$ cat src/rtl/mul_pkg.sv
// Shared types and constants for the sequential multiplier.
// Latency: n/a (declarations only).
// Backpressure: n/a.
//
// Contents: FSM state enum, default operand width, iteration-counter width helper.
package mul_pkg;

    localparam int MUL_W = 32;

    typedef enum logic [1:0] {
        IDLE = 2'd0,
        RUN  = 2'd1,
        DONE = 2'd2
    } state_t;

    // Iteration counter must reach WIDTH-1; never narrower than one bit.
    function automatic int cnt_width(input int w);
        return (w > 1) ? $clog2(w) : 1;
    endfunction

endpackage

$ cat src/rtl/mul32_seq_if.sv
// Start/busy/done handshake bundle between controller and multiplier.
// Latency: n/a (wires only).
// Backpressure: none; start is simply ignored by the slave while it is busy.
//
// Signals: start, a, b (and sgn when MUL32_SIGNED_EN is defined) flow master->slave;
// busy, done, p flow slave->master.
interface mul32_seq_if #(
    parameter int WIDTH = mul_pkg::MUL_W
);
    logic                 start;
    logic [WIDTH-1:0]     a;
    logic [WIDTH-1:0]     b;
`ifdef MUL32_SIGNED_EN
    logic                 sgn;
`endif
    logic                 busy;
    logic                 done;
    logic [2*WIDTH-1:0]   p;

`ifdef MUL32_SIGNED_EN
    modport master (output start, output a, output b, output sgn,
                    input  busy,  input  done, input  p);
    modport slave  (input  start, input  a, input  b, input  sgn,
                    output busy,  output done, output p);
`else
    modport master (output start, output a, output b,
                    input  busy,  input  done, input  p);
    modport slave  (input  start, input  a, input  b,
                    output busy,  output done, output p);
`endif

endinterface

$ cat src/rtl/mul_step.sv
// One shift-and-add multiplier iteration: (WIDTH+1)-bit lookahead add, then shift right.
// Latency: purely combinational.
// Backpressure: none.
//
// Ports: i_hi/i_lo/i_ma current partial product and multiplicand; o_hi/o_lo next partial product.
// With MUL32_SIGNED_EN: i_signed_mode selects sign-extended arithmetic, i_last marks the final
// iteration, where the multiplier's sign bit carries negative weight.
module mul_step #(
    parameter int WIDTH = mul_pkg::MUL_W
) (
    input  logic [WIDTH-1:0] i_hi,
    input  logic [WIDTH-1:0] i_lo,
    input  logic [WIDTH-1:0] i_ma,
`ifdef MUL32_SIGNED_EN
    input  logic             i_signed_mode,
    input  logic             i_last,
`endif
    output logic [WIDTH-1:0] o_hi,
    output logic [WIDTH-1:0] o_lo
);

    logic             w_ext_hi;
    logic             w_ext_ma;
    logic             w_neg;
    logic [WIDTH:0]   w_x;
    logic [WIDTH:0]   w_y;
    logic [WIDTH:0]   w_g;
    logic [WIDTH:0]   w_p;
    logic [WIDTH:0]   w_c;
    logic [WIDTH:0]   w_sum;

`ifdef MUL32_SIGNED_EN
    assign w_ext_hi = i_signed_mode & i_hi[WIDTH-1];
    assign w_ext_ma = i_signed_mode & i_ma[WIDTH-1];
    // The multiplier MSB weighs -2^(WIDTH-1): subtract ma on the final step.
    assign w_neg    = i_signed_mode & i_last & i_lo[0];
`else
    assign w_ext_hi = 1'b0;
    assign w_ext_ma = 1'b0;
    assign w_neg    = 1'b0;
`endif

    assign w_x = {w_ext_hi, i_hi};
    // Subtraction is ~y + 1; the +1 enters as carry-in.
    assign w_y = i_lo[0] ? ({w_ext_ma, i_ma} ^ {(WIDTH+1){w_neg}}) : '0;

    assign w_g = w_x & w_y;
    assign w_p = w_x ^ w_y;

    // Generate/propagate carry recurrence; flattened by synthesis into lookahead logic.
    always_comb begin
        w_c    = '0;
        w_c[0] = w_neg;
        for (int i = 0; i < WIDTH; i++) begin
            w_c[i+1] = w_g[i] | (w_p[i] & w_c[i]);
        end
    end

    assign w_sum = w_p ^ w_c;

    assign o_hi = w_sum[WIDTH:1];
    assign o_lo = {w_sum[0], i_lo[WIDTH-1:1]};

endmodule

$ cat src/rtl/mul32_seq.sv
// Iterative WIDTH x WIDTH -> 2*WIDTH shift-and-add multiplier, one partial-product add per clock.
// Latency: start accepted at edge 0 -> done pulse in the cycle after edge WIDTH (fixed, no early exit).
// Backpressure: start is ignored while busy; accepted back-to-back during the done cycle.
//
// Ports: clk, rst (synchronous, active-high); bus (slave modport) carries start/a/b/busy/done/p,
// plus sgn when MUL32_SIGNED_EN is defined (signed two's-complement mode).
module mul32_seq #(
    parameter int WIDTH = mul_pkg::MUL_W
) (
    input  logic         clk,
    input  logic         rst,
    mul32_seq_if.slave   bus
);
    import mul_pkg::*;

    localparam int CNT_W = cnt_width(WIDTH);

    state_t             r_state;
    state_t             w_state_nxt;
    logic [CNT_W-1:0]   r_cnt;
    logic [WIDTH-1:0]   r_ma;
    logic [WIDTH-1:0]   r_hi;
    logic [WIDTH-1:0]   r_lo;
    logic [WIDTH-1:0]   w_hi_nxt;
    logic [WIDTH-1:0]   w_lo_nxt;
    logic               w_load;
    logic               w_step;
    logic               w_last;

    assign w_last = (r_cnt == CNT_W'(WIDTH - 1));

    // Next-state and control decode.
    always_comb begin
        w_state_nxt = r_state;
        w_load      = 1'b0;
        w_step      = 1'b0;
        case (r_state)
            IDLE: begin
                if (bus.start) begin
                    w_load      = 1'b1;
                    w_state_nxt = RUN;
                end
            end
            RUN: begin
                w_step = 1'b1;
                if (w_last) begin
                    w_state_nxt = DONE;
                end
            end
            DONE: begin
                if (bus.start) begin
                    w_load      = 1'b1;
                    w_state_nxt = RUN;
                end else begin
                    w_state_nxt = IDLE;
                end
            end
            default: w_state_nxt = IDLE;
        endcase
    end

    always_ff @(posedge clk) begin
        if (rst) begin
            r_state <= IDLE;
        end else begin
            r_state <= w_state_nxt;
        end
    end

`ifdef MUL32_SIGNED_EN
    logic r_sgn;

    always_ff @(posedge clk) begin
        if (rst) begin
            r_sgn <= 1'b0;
        end else if (w_load) begin
            r_sgn <= bus.sgn;
        end
    end
`endif

    always_ff @(posedge clk) begin
        if (rst) begin
            r_cnt <= '0;
            r_ma  <= '0;
            r_hi  <= '0;
            r_lo  <= '0;
        end else if (w_load) begin
            r_cnt <= '0;
            r_ma  <= bus.a;
            r_hi  <= '0;
            r_lo  <= bus.b;
        end else if (w_step) begin
            r_cnt <= r_cnt + CNT_W'(1);
            r_hi  <= w_hi_nxt;
            r_lo  <= w_lo_nxt;
        end
    end

    mul_step #(
        .WIDTH         (WIDTH)
    ) u_step (
        .i_hi          (r_hi),
        .i_lo          (r_lo),
        .i_ma          (r_ma),
`ifdef MUL32_SIGNED_EN
        .i_signed_mode (r_sgn),
        .i_last        (w_last),
`endif
        .o_hi          (w_hi_nxt),
        .o_lo          (w_lo_nxt)
    );

    assign bus.busy = (r_state == RUN);
    assign bus.done = (r_state == DONE);
    assign bus.p    = {r_hi, r_lo};

endmodule

$ cat src/flat_wrapper.sv
// flat-port wrapper written by rule: the top's interface ports become plain ports
module mul32_seq_flat import mul_pkg::*;
#(
    parameter int WIDTH = mul_pkg::MUL_W
)
  (clk, rst, bus_start, bus_a, bus_b, bus_busy, bus_done, bus_p);
  mul32_seq_if #(.WIDTH(WIDTH)) bus_i ();
  input  logic clk;
  input  logic rst;
  input wire logic [$bits(bus_i.start)-1:0] bus_start;
  input wire logic [$bits(bus_i.a)-1:0] bus_a;
  input wire logic [$bits(bus_i.b)-1:0] bus_b;
  output wire logic [$bits(bus_i.busy)-1:0] bus_busy;
  output wire logic [$bits(bus_i.done)-1:0] bus_done;
  output wire logic [$bits(bus_i.p)-1:0] bus_p;
  assign bus_i.start = bus_start;
  assign bus_i.a = bus_a;
  assign bus_i.b = bus_b;
  assign bus_busy = bus_i.busy;
  assign bus_done = bus_i.done;
  assign bus_p = bus_i.p;
  mul32_seq #(.WIDTH(WIDTH)) u_core (.clk(clk), .rst(rst), .bus(bus_i));
endmodule
$ cat config.mk
export PLATFORM = sky130hd
export DESIGN_NAME = mul32_seq_flat
export DESIGN_NICKNAME = d
export VERILOG_FILES = /design/src/rtl/mul_pkg.sv /design/src/rtl/mul32_seq_if.sv /design/src/rtl/mul_step.sv /design/src/rtl/mul32_seq.sv /design/src/flat_wrapper.sv
export SDC_FILE = /design/constraint.sdc
export NUM_CORES = 1
export LEC_CHECK = 0
export ABC_AREA = 1
export ABC_CLOCK_PERIOD_IN_PS = 28900
export BUFFER_PORTS_ARGS = -buffer_cell sky130_fd_sc_hd__buf_2
export CORE_MARGIN = 3
export CORE_UTILIZATION = 40
export DETAILED_ROUTE_END_ITERATION = 10
export SYNTH_ARGS = -nofsm -noshare
export SYNTH_HDL_FRONTEND = slang
export SYNTH_HIERARCHICAL = 1
export SYNTH_SLANG_ARGS = --single-unit
$ cat constraint.sdc
create_clock -name clk -period 28.9 [get_ports clk]
set_input_delay 5.78 -clock clk [delete_from_list [all_inputs] [get_ports clk]]
set_output_delay 5.78 -clock clk [all_outputs]
set_load 0.005 [all_outputs]
==> results.py <==
metrics = {
    "grt": {
        "antenna_found_initial": 0,
        "track_usage_pct": 17.2,
        "grt_max_degree": 102,
        "overflow": 0,
        "grt_pass1_wl_um": 20900,
        "grt_pass1_vias": 4300,
    },
    "setup_path": {
        "worst_setup_path_end_kind": "flop",
        "crit_buf_inv": 4,
        "crit_fanout": 34,
        "slowest_stage": "fa_1",
        "crit_family": "adder cells",
        "crit_arrival_ns": 14.77,
        "crit_type": "reg2reg",
        "cp.required_ns": 29.18,
        "cpMostUsedCell": "fa_1",
        "setup.worst_path.start_class": "flop",
        "worst_path_largest_cell_delay_ns": 0.44,
    },
    "sta": {
        "finalWorstSetupSlack_ns": 14.41,
        "report.final.slew_viol_count": 0,
        "min_period_ns": 14.49,
        "post-route-period-util_pct": 50.1,
        "slew_headroom_pct": 28.9,
        "maxClockFrequency_mhz": 69.0,
        "finalSetupViolCount": 0,
        "rsz0062_at_grt": "no",
        "tightestPinTransition_ns": 1.07,
        "hold_viol": 0,
        "fin_skew_ns": 0.00782,
        "tns_ns": 0,
    },
    "place": {
        "hpwlAfterDp_um": 8210,
        "dpl_cell_area_um2": 5970,
        "place_congestion": 0.752,
        "pre_cts_slack_ns": 14.36,
        "port_buffers": 132,
    },
    "detailed_routing": {
        "drc": 0,
        "vias_per_cell": 4.56,
        "drt-total-wl_um": 12500,
        "drtIter0Drc": 248,
        "ant_nets": 0,
        "drtPass1Iterations": 7,
        "wl_per_cell_um": 12.3,
        "vias": 4630,
    },
    "synthesis": {
        "yosys.cell_types.count": 21,
        "synthMuxAreaShare_pct": 0,
        "synth-seq-area-share_pct": 37.2,
        "syn_avg_cell_area_um2": 7.26,
        "yosysTopAreaCell": "dfxtp_1",
        "post_synth_fa_ha_maj_area_fraction_pct": 11.9,
        "synth_seq_cells": 103,
        "synth-simple-area-share_pct": 28.5,
        "yosys_warnings": 6,
        "synth.top_cell.area_share_pct": 37.2,
        "synthXorXnorAreaFrac_pct": 0,
        "synth_top_family_by_area": "simple AND/OR/NAND/NOR gates",
        "synth_compound_area_share_pct": 6.36,
        "synth_area_leaders": "dfxtp_1, nand2_1, fa_1",
        "synth_area_um2": 5550,
        "synth_cells": 764,
        "synth_nets": 865,
    },
    "die": {
        "die_y_um": 124,
        "fp.dieW_um": 124,
        "ioPinCount": 133,
        "initial_core_util_pct": 41.4,
        "core_um2": 13400,
        "dieArea_um2": 15300,
        "fp-row-count": 42,
    },
    "layout": {
        "nets": 936,
        "final_common_cell": "nand2_1",
        "fillers": 1418,
        "layout_common_cells": "nand2_1, nor2_1, buf_2",
        "area_growth_pct": 13.0,
        "fin_area_um2": 6270,
        "fin_util_pct": 46.8,
        "diodes": 0,
        "drive_gt1_share_pct": 19.0,
    },
    "clock_tree": {
        "cts_resized": 0,
        "cts_tree": "done",
        "cts_root_buf": "clkbuf_16",
        "cts.clk_slew.worst_paths_ns": 0.07,
        "cts_max_path_buffers": 2,
        "htreeDepth": 3,
        "postCtsHoldBufs": 0,
        "cts_buffers": 9,
        "clock_latency_ns": 0.35,
        "postCtsSetupBuffers": 0,
        "cts_sinks": 103,
    },
    "run": {
        "maxCapViolCount": 0,
    },
    "power_and_ir_drop": {
        "vdd_drop_max_uv": 31.9,
        "powerDensity_nw_per_um2": 52.8,
        "p_leak_nw": 3.47,
    },
    "hold_path": {
        "min_path_type": "reg2reg",
    },
    "run_status": {
        "status": "finished, final reports clean",
    },
}
tightest hold or removal path: stages, from the launching register on:
cell	delay (ns)
dfxtp_1	0.31
nand2_1	0.06
a21oi_1	0.06
final cells by class:
type,instances,area [um^2],area share [%]
Multi-Input combinational cell,479,2600,41.5
Sequential cell,103,2060,32.9
Timing Repair Buffer,135,683,10.9
Inverter,107,402,6.40
Clock buffer,9,225,3.59
Tap cell,176,220,3.51
Clock inverter,7,78.8,1.26
per-layer routing:
metal | vias up | wire [um] | global-route usage [%] | share of wire [%]
met3 | 7 | 939 | 5.13 | 7.5
met2 | 122 | 5620 | 26.6 | 45
met1 | 2093 | 5870 | 23.5 | 47
li1 | 2408 | - | - | -
met5 | - | 0 | 0 | 0
met4 | 0 | 104 | 4.78 | 0.83
where the power goes:
group	switching (mW)	internal (mW)	total [mW]	leakage, nW
Combinational	0.0298	0.0193	0.0492	2.48
Clock	0.0576	0.0681	0.126	0.139
Sequential	0.00573	0.151	0.157	0.845
per-stage QoR:
step,power (mW),std cells,hold WS [ns]
6_report,0.332,1016,0.473
5_1_grt,0.351,1016,0.507
4_1_cts,0.337,1016,0.479
3_5_place_dp,0.210,1000,0.468
3_3_place_gp,0.210,1000,0.463
2_1_floorplan,0.200,764,0.449
path summary, 6_finish.rpt:
| check | start | endpoint | slack, ns | depth (start not counted) |
|---|---|---|---|---|
| worst max-delay path | u_core/r_lo[0] | u_core/r_hi[30] | 14.41 | 39 |
| worst min register to register | u_core/r_cnt[4] | u_core/r_cnt[4] | 0.47 | 2 |
| worst min-delay path | u_core/r_cnt[4] | u_core/r_cnt[4] | 0.47 | 2 |
| worst max register to register | u_core/r_lo[0] | u_core/r_hi[30] | 14.41 | 39 |
synth_stat cells (all sizes together):
master,count
o21bai,1
clkbuf,8
nand2,173
nand3b,32
ha,3
fa,31
nor3,1
a21oi,37
inv,107
nand3,34
dfxtp,103
nor2,135
o21ai,32
buf,67
cell families (layout without fill, tap and decap cells):
family,Yosys count,count (layout)
compound gates,70,70
fa+ha+maj,34,34
buf+inv,182,258
flops,103,103
simple gates,375,375
state kept, by name, indices dropped and copies added (netlist names):
name / count
u_core/r_ma: 32
u_core/r_state: 2
u_core/r_lo: 32
u_core/r_cnt: 5
u_core/r_hi: 32
Note: power is estimated with default switching activity, not from simulation.
